--- src/rtl/fix_to_float_if.sv ---
// fix_to_float_if: handshake bundle for fix_to_float.
// in_valid/in_ready/in_data : Q6.2 sample stream into the converter
// out_valid/out_ready/out   : float8 result stream out of the converter
// master = producer/consumer side (testbench), slave = converter side.
interface fix_to_float_if;
    logic       in_valid;
    logic       in_ready;
    logic [7:0] in_data;
    logic       out_valid;
    logic       out_ready;
    logic [7:0] out;
    modport master (output in_valid, in_data, out_ready, input in_ready, out_valid, out);
    modport slave (input in_valid, in_data, out_ready, output in_ready, out_valid, out);
endinterface

--- src/rtl/fix_to_float.sv ---
// fix_to_float: converts signed Q6.2 fixed point to float8 {sign, exp bias 3, 4-bit fraction}.
// Ports: clkn (clock, posedge), rst (async active-high), bus (fix_to_float_if.slave).
// FIX_TO_FLOAT_ROUND_EN defined: round half-up in magnitude; undefined: truncate.
module fix_to_float (
    input logic           clkn,
    input logic           rst,
    fix_to_float_if.slave bus
);
    typedef enum logic [1:0] {IDLE, NORM, PACK, DONE} state_t;
    state_t     state, state_n;
    logic       sign, sign_n;
    logic [7:0] sr, sr_n, res, res_n, mag_in;
    logic [2:0] cnt, cnt_n;
    logic [6:0] ef;
    assign mag_in = bus.in_data[7] ? 8'(-bus.in_data) : bus.in_data;
    // {exponent, fraction} packed together so a rounding carry out of the
    // fraction ripples straight into the exponent.
`ifdef FIX_TO_FLOAT_ROUND_EN
    assign ef = {cnt + 3'd1, sr[6:3]} + 7'(sr[2]);
`else
    assign ef = {cnt + 3'd1, sr[6:3]};
`endif
    assign bus.out = res;
    always_comb begin
        state_n = state;
        sign_n = sign;
        sr_n = sr;
        cnt_n = cnt;
        res_n = res;
        bus.in_ready = state == IDLE;
        bus.out_valid = state == DONE;
        unique case (state)
            IDLE: if (bus.in_valid) begin
                sign_n = bus.in_data[7];
                sr_n = mag_in;
                cnt_n = 3'd7;
                state_n = (mag_in == 8'd0 || mag_in >= 8'd64) ? PACK : NORM;
            end
            // Leave on the same edge as the shift that brings the leading 1 into bit 7.
            NORM: if (sr[7]) state_n = PACK;
            else begin
                sr_n = sr << 1;
                cnt_n = cnt - 3'd1;
                state_n = sr[6] ? PACK : NORM;
            end
            // cnt still 7 means no normalisation ran: the input was zero or overflowed.
            PACK: begin
                res_n = cnt == 3'd7 ? (sr == 8'd0 ? 8'h00 : {sign, 7'h70}) :
                        ef[6:4] == 3'b111 ? {sign, 7'h70} : {sign, ef};
                state_n = DONE;
            end
            DONE: if (bus.out_ready) state_n = IDLE;
        endcase
    end
    always_ff @(posedge clkn or posedge rst) begin
        if (rst) begin
            state <= IDLE;
            sign <= 1'b0;
            sr <= 8'd0;
            cnt <= 3'd0;
            res <= 8'd0;
        end else begin
            state <= state_n;
            sign <= sign_n;
            sr <= sr_n;
            cnt <= cnt_n;
            res <= res_n;
        end
    end
endmodule
--- src/flat_wrapper.sv ---
// flat-port wrapper written by rule: the top's interface ports become plain ports
module fix_to_float_flat 
  (clkn, rst, bus_in_valid, bus_in_data, bus_out_ready, bus_in_ready, bus_out_valid, bus_out);
  fix_to_float_if bus_i ();
  input logic clkn;
  input logic rst;
  input wire logic [$bits(bus_i.in_valid)-1:0] bus_in_valid;
  input wire logic [$bits(bus_i.in_data)-1:0] bus_in_data;
  input wire logic [$bits(bus_i.out_ready)-1:0] bus_out_ready;
  output wire logic [$bits(bus_i.in_ready)-1:0] bus_in_ready;
  output wire logic [$bits(bus_i.out_valid)-1:0] bus_out_valid;
  output wire logic [$bits(bus_i.out)-1:0] bus_out;
  assign bus_i.in_valid = bus_in_valid;
  assign bus_i.in_data = bus_in_data;
  assign bus_i.out_ready = bus_out_ready;
  assign bus_in_ready = bus_i.in_ready;
  assign bus_out_valid = bus_i.out_valid;
  assign bus_out = bus_i.out;
  fix_to_float u_core (.clkn(clkn), .rst(rst), .bus(bus_i));
endmodule
--- config.mk ---
export PLATFORM = sky130hd
export DESIGN_NAME = fix_to_float_flat
export DESIGN_NICKNAME = d
export VERILOG_FILES = /design/src/rtl/fix_to_float_if.sv /design/src/rtl/fix_to_float.sv /design/src/flat_wrapper.sv
export SDC_FILE = /design/constraint.sdc
export NUM_CORES = 1
export LEC_CHECK = 0
export BUFFER_PORTS_ARGS = -buffer_cell sky130_fd_sc_hd__buf_2
export CORE_MARGIN = 2
export CORE_UTILIZATION = 52
export DETAILED_ROUTE_END_ITERATION = 10
export PLACE_DENSITY = 0.8
export SYNTH_ARGS = -nofsm -noshare
export SYNTH_HDL_FRONTEND = slang
export SYNTH_SLANG_ARGS = --single-unit
--- constraint.sdc ---
create_clock -name clkn -period 3.8 [get_ports clkn]
set_input_delay 0.19 -clock clkn [delete_from_list [all_inputs] [get_ports clkn]]
set_output_delay 0.19 -clock clkn [all_outputs]
set_load 0.01 [all_outputs]
==> results_dict.tcl, run 1 <==
set metrics [dict create \
    crit_buf_inv 0 \
    drt_iter0_drc 21 \
    critPathMaxFanout 4 \
    path_cells "ha_1, ha_1, nor4b_1, a31oi_1, o21ai_0, nand2_1" \
    cp-start-kind "register" \
    synthFlopType "dfrtp_1" \
    num_rows 18 \
    coreArea_um2 2430 \
    port_buffers 21 \
    grt_max_degree 23 \
    max_stage_delay_ns 0.43 \
    post_cts_resized 0 \
    synth-seq-cells 22 \
    hold_class "in2async" \
    total_power_mw 1.03 \
    syn_to_final_growth_pct 10.4 \
    fmaxAchievable_ghz 0.613 \
    die_area_um2 2950 \
    syn_area_um2 1320 \
    num_antenna_cells 0 \
    via_per_inst 5.86 \
    netlist_instances 145 \
    synth_edf_count 0 \
    ir_drop_mv 0.468 \
    reg2reg_depth 6 \
    grt_pass1_vias 1048 \
    dp.cells 189 \
    hold_violations 0 \
    finalSetupTns_ns 0 \
    grt.total_usage_pct 19.9 \
    min_period_over_period_pct 42.9 \
    drc 0 \
    layoutNonFillerInstCount 192 \
    cp-end-kind "register" \
    clock-sinks 22 \
    finalWorstSetupSlack_ns 2.17 \
    pre_cts_slack_ns 2.19 \
    outcome "completed" \
    p_leak_nw 0.681 \
    die_h_um 54.3 \
    ys_types 40 \
    r2r-end "u_core.bus.out[6]$_DFFE_PP0P_" \
    grt_pass1_wl_mm 4.31 \
    clk_pin_slew_ns 0.12 \
    cp.required_ns 4.06 \
    synth_warnings 0 \
    ys_seq_area_share_pct 41.8 \
    critPathSlowestCell "dfrtp_1" \
    grt_setup_unrepaired "false" \
    drv_slew 0 \
    reg2reg_slack_ns 2.17 \
    clockRootBuffer "clkbuf_4" \
    skew_ns 0.00952 \
    avgSynthCellArea_um2 9.08 \
    place_congestion 0.754 \
    postCtsHoldBufs 0 \
    clkLatencyLatePin_ns 0.31 \
    htree_num_levels 1 \
    antenna_found_initial 0 \
    worst_slew_pin_slew_ns 0.830 \
    hold_ws_ns 0.0232 \
    multi_input_area_um2 707 \
    cts_setup_buffers 0 \
    async_flop_share_pct 100 \
    setup_viol 0 \
    rr_startpoint "u_core.cnt[0]$_DFFE_PP0P_" \
    cap_violations 0 \
    nets 181 \
    path_depth 6 \
    fillers 228 \
    wl_per_cell_um 13.3 \
    detailedPlacementHpwl_mm 1.99 \
    relSlewSlack_pct 44.6 \
    postRouteAntennaNets 0 \
    cts_inserted_buffers 3 \
    synth.largest_area_cell "dfrtp_1" \
    ios 22 \
    overflow 0 \
    p_per_area_nw_per_um2 706 \
    synth.area.top_cells "dfrtp_1 (42%), o21ai_0 (6.1%), ha_1 (4.8%), nand2_1 (4.6%), nand2b_1 (3.8%)" \
    synth.net_count 162 \
    crit_type "reg2reg" \
    finalCriticalPeriod_ns 1.63 \
    seqCellArea_um2 551 \
    wirelength_mm 2.55 \
    initial_core_util_pct 54.1 \
    vias 1125 \
    crit_arrival_ns 1.89 \
    path_delay_family "compound AO/OA/AOI/OAI gates" \
    cts_tree "done" \
    cpMostUsedCell "ha_1" \
    drt_first_pass_iters 4 \
    die_w_um 54.3 \
    drive_gt1_share_pct 19.1 \
    netlist.area_leader.share_pct 41.8 \
    cts_buffer_depth 2 \
]
==> power breakdown <==
part / leakage [nW] / internal (mW) / switching [mW]
clock: 0.0138 / 0.0370 / 0.0699
sequential: 0.270 / 0.334 / 0.102
combinational: 0.397 / 0.222 / 0.260
==> per-stage QoR <==
stage	cell area [µm²]	util, %
floorplan	1320	-
global placement	1430	58.8
detailed placement	1430	58.8
CTS	1450	59.7
global route	1450	59.7
finish	1450	59.7
==> cell usage in the layout, fill, tap and decap left out, drive strengths merged, types with 2 or more instances in the layout <==
cell and instances:
nand2 16, nand3 2, nor2b 2, nor4b 2
o41ai 2, a22o 3, a22oi 5, xnor2 2
a21oi 7, o21ai 16, a221o 2, nand2b 8
or3 2, ha 5, nor3 4, nor3b 4
xor2 2, clkbuf 3, dfrtp 22, a31oi 2
buf 22, or2 2, inv 6, nor2 8
==> cells in the mapped netlist, types with 2 or more instances <==
cell,instances
a21oi_1,7
a221o_1,2
nand3_1,2
or2_2,2
nor2_1,8
buf_2,5
nand2_1,16
a22oi_1,5
ha_1,5
nor2b_1,2
o21ai_0,16
a22o_1,3
dfrtp_1,22
nor3_1,4
xnor2_1,2
nand2b_1,8
xor2_1,2
nor3b_1,3
inv_1,6
a31oi_1,2
nor4b_1,2
clkbuf_1,3
==> worst reg2reg max path, cell delays in order (launching register included) <==
cell	delay, ns
dfrtp_1	0.43
ha_1	0.21
ha_1	0.21
nor4b_1	0.15
a31oi_1	0.32
o21ai_0	0.16
nand2_1	0.09
==> cell families after synthesis <==
| group | share of synthesized area [%] |
|---|---|
| DFF | 41.8 |
| muxes | 0.760 |
| adders and majority gates | 4.75 |
| xor gates and xnor gates | 2.66 |
| and+or+nand+nor | 21.6 |
| buffers and inverters | 4.47 |
| AOI/OAI and AO/OA | 24.0 |
==> state kept, by name, indices dropped and copies added, names as in the netlist <==
name,flops
u_core.bus.out,8
u_core.sr,8
u_core.cnt,3
u_core.state,2
u_core.sign,1
==> worst max path at each step <==
stage / start / endpoint / slack, ns
3_5_place_dp: bus_in_data[0] / u_core.state[0]$_DFFE_PP0P_ / 2.19
6_report: u_core.cnt[0]$_DFFE_PP0P_ / u_core.bus.out[6]$_DFFE_PP0P_ / 2.17
4_1_cts: u_core.cnt[0]$_DFFE_PP0P_ / u_core.bus.out[6]$_DFFE_PP0P_ / 2.17
2_1_floorplan: u_core.cnt[0]$_DFFE_PP0P_ / u_core.bus.out[5]$_DFFE_PP0P_ / 2.30
3_3_place_gp: u_core.cnt[0]$_DFFE_PP0P_ / u_core.bus.out[6]$_DFFE_PP0P_ / 2.22
5_1_grt: u_core.cnt[0]$_DFFE_PP0P_ / u_core.bus.out[6]$_DFFE_PP0P_ / 2.01
==> metal layers <==
layer	share of wire [%]	track usage [%]	up-vias	wire length, µm
met5	0	0	-	0
met4	0.74	6.25	0	19
met3	3.8	3.28	2	97
met2	50	36.9	23	1270
met1	46	23.1	546	1170
li1	-	-	554	-
==> area by class of cell <==
| cell class | instances | area share (%) |
|---|---|---|
| multi-input combinational | 109 | 48.7 |
| sequential | 22 | 37.9 |
| timing repair buffer | 22 | 7.75 |
| tap | 30 | 2.58 |
| clock buffer | 3 | 1.55 |
| inverter | 6 | 1.55 |
No activity file was read; power rests on OpenSTA's default activity.
==> run 2, diff against run 1 <==
--- a/config.mk
+++ b/config.mk
@@ -5,6 +5,7 @@
 export SDC_FILE = /design/constraint.sdc
 export NUM_CORES = 1
 export LEC_CHECK = 0
+export ABC_AREA = 1
 export BUFFER_PORTS_ARGS = -buffer_cell sky130_fd_sc_hd__buf_2
 export CORE_MARGIN = 2
 export CORE_UTILIZATION = 52
==> constraint.sdc (replaced) <==
create_clock -name clkn -period 1.59 [get_ports clkn]
set_input_delay 0.0795 -clock clkn [delete_from_list [all_inputs] [get_ports clkn]]
set_output_delay 0.0795 -clock clkn [all_outputs]
set_load 0.01 [all_outputs]
==> results_dict.tcl, run 2 <==
set metrics [dict create \
    cts_tree "done" \
    num_rows 18 \
    crit_arrival_ns 1.66 \
    clkLatencyLatePin_ns 0.32 \
    relSlewSlack_pct 81.3 \
    p_comb_share_pct 50.1 \
    grt_max_degree 23 \
    total_power_mw 2.63 \
    ios 22 \
    avgSynthCellArea_um2 7.59 \
    wl_per_cell_um 11.1 \
    hold_violations 0 \
    fin_util_pct 60.8 \
    cts_inserted_buffers 3 \
    syn_area_um2 1310 \
    num_antenna_cells 0 \
    grt_pass1_vias 1072 \
    synthFlopType "dfrtp_1" \
    drive_gt1_share_pct 18.8 \
    grt_util_met3_pct 1.64 \
    p_leak_nw 0.808 \
    ys_types 31 \
    layoutNonFillerInstCount 227 \
    met1_usage_pct 22.9 \
    pre_cts_slack_ns 0.157 \
    nets 216 \
    placed_area_um2 1450 \
    netlist.area_leader.share_pct 41.9 \
    clock-sinks 22 \
    min_period_over_period_pct 91.0 \
    place_congestion 0.823 \
    p_per_area_nw_per_um2 1780 \
    ys_top_cells_by_count "nand2_1 (55), dfrtp_1 (22), inv_1 (20), nand3_1 (15), nor2_1 (15)" \
    critPathMaxFanout 4 \
    fmaxAchievable_ghz 0.691 \
    hold_ws_ns 0.00426 \
    initial_core_util_pct 54.0 \
    coreArea_um2 2430 \
    synth.most_common_cell "nand2_1" \
    internal_power_mw 1.44 \
    synth-seq-cells 22 \
    grt_pass1_wl_mm 4.32 \
    die_h_um 54.2 \
    wirelength_mm 2.53 \
    drv_slew 0 \
    htree_num_levels 1 \
    finalWorstSetupSlack_ns 0.143 \
    worst_slew_pin_slew_ns 0.280 \
    synth.largest_area_cell "dfrtp_1" \
    ir_drop_mv 0.917 \
    finalSetupTns_ns 0 \
    p_seq_share_pct 40.1 \
    die_w_um 54.2 \
    vias 1150 \
    cts_setup_buffers 0 \
    clockRootBuffer "clkbuf_4" \
    outcome "completed" \
    clk_pin_slew_ns 0.12 \
    cap_violations 0 \
    p_sw_mw 1.19 \
    setup_viol 0 \
    drt_first_pass_iters 4 \
    synth_warnings 0 \
    async_flop_share_pct 100 \
    port_buffers 21 \
    clkPwrFrac_pct 9.8 \
    grt.total_usage_pct 20.4 \
    antenna_found_initial 0 \
    crit_type "reg2reg" \
    postRouteAntennaNets 0 \
    fillers 223 \
    finalCriticalPeriod_ns 1.45 \
    hold_class "in2reg" \
    syn_to_final_growth_pct 12.7 \
    multi_input_area_um2 647 \
    grt_util_met2_pct 37.6 \
    synth.net_count 190 \
    cp-end-kind "register" \
    drt_iter0_drc 29 \
    synth_edf_count 0 \
    netlist_instances 173 \
    overflow 0 \
    seqCellArea_um2 551 \
    via_per_inst 5.07 \
    swShare_pct 45.2 \
    skew_ns 0.0136 \
    final_cell_area_um2 1480 \
    most-common-layout-cells "nand2_1 (55), dfrtp_1 (22), buf_2 (21)" \
    detailedPlacementHpwl_mm 1.99 \
    drc 0 \
    grt.busiest_layer "met2" \
    dp.cells 223 \
    grt_setup_unrepaired "false" \
    cts_buffer_depth 2 \
    ys_seq_area_share_pct 41.9 \
    cp.required_ns 1.80 \
    final_common_cell "nand2_1" \
    cp-start-kind "register" \
    die_area_um2 2940 \
    synth.area.top_cells "dfrtp_1 (42%), nand2_1 (16%), inv_1 (5.7%), nand3_1 (5.7%), ha_1 (4.8%)" \
]
## run 2: cell count changes in the layout (fill, tap and decap cells not counted), moves of 5 or more
| cell | before | now |
|---|---|---|
| nor2_1 | 8 | 15 |
| o21ai_0 | 16 | 9 |
| a21oi_1 | 7 | 2 |
| nand2_1 | 16 | 55 |
| nand2b_1 | 8 | 0 |
| a22oi_1 | 5 | 0 |
| nand3_1 | 2 | 15 |
| inv_1 | 6 | 20 |
## run 2: area by class of cell
type | instances | share of cell area, %
clock buffer | 3 | 1.52
inverter | 23 | 6.18
multi-input combinational | 125 | 43.7
sequential | 22 | 37.2
tap | 30 | 2.54
timing repair buffer | 24 | 8.80
## run 2: power groups by stage
stage / clock network (mW) / logic (mW) / registers [mW]
after floorplan: 0 / 0.988 / 1.07
after global placement: 0 / 1.29 / 1.05
after detailed placement: 0 / 1.32 / 1.06
after CTS: 0.260 / 1.33 / 1.05
after global routing: 0.279 / 1.52 / 1.10
final: 0.259 / 1.32 / 1.06
## run 2: path summary, 6_finish.rpt
kind	from	end	slack, ns	depth (start not counted)
min in group asynchronous	rst	u_core.bus.out[2]$_DFFE_PP0P_	0.31	4
max in group asynchronous	rst	u_core.cnt[1]$_DFFE_PP0P_	1.05	4
min reg2reg	u_core.bus.out[3]$_DFFE_PP0P_	u_core.bus.out[3]$_DFFE_PP0P_	0.49	2
max reg2reg	u_core.sr[7]$_DFFE_PP0P_	u_core.bus.out[4]$_DFFE_PP0P_	0.14	5
max	u_core.sr[7]$_DFFE_PP0P_	u_core.bus.out[4]$_DFFE_PP0P_	0.14	5
min	bus_out_ready	u_core.state[1]$_DFFE_PP0P_	0.004	3
## run 2: cell families after synthesis
kind of cell	after synthesis	synth area share (%)
fa+ha+maj	5	4.77
simple gates	97	34.0
compound gates	23	10.5
flops	22	41.9
buf+inv	26	8.77
## run 2: worst max-delay path: stages (launching register included)
cell     delay, ns
dfrtp_1       0.47
or2_1         0.29
nor4_1        0.24
a21oi_1       0.16
o21ai_0       0.10
nand2_1       0.06
## run 2: timing repair
item	CTS	global route
hold endpoints to repair	22	0
hold buffers	1	0
resized for setup	0	0
## run 2: metal layers
metal | wire length [µm] | share of wire, %
met3 | 120 | 4.8
met5 | 0 | 0
met4 | 66 | 2.6
met2 | 1230 | 49
met1 | 1110 | 44
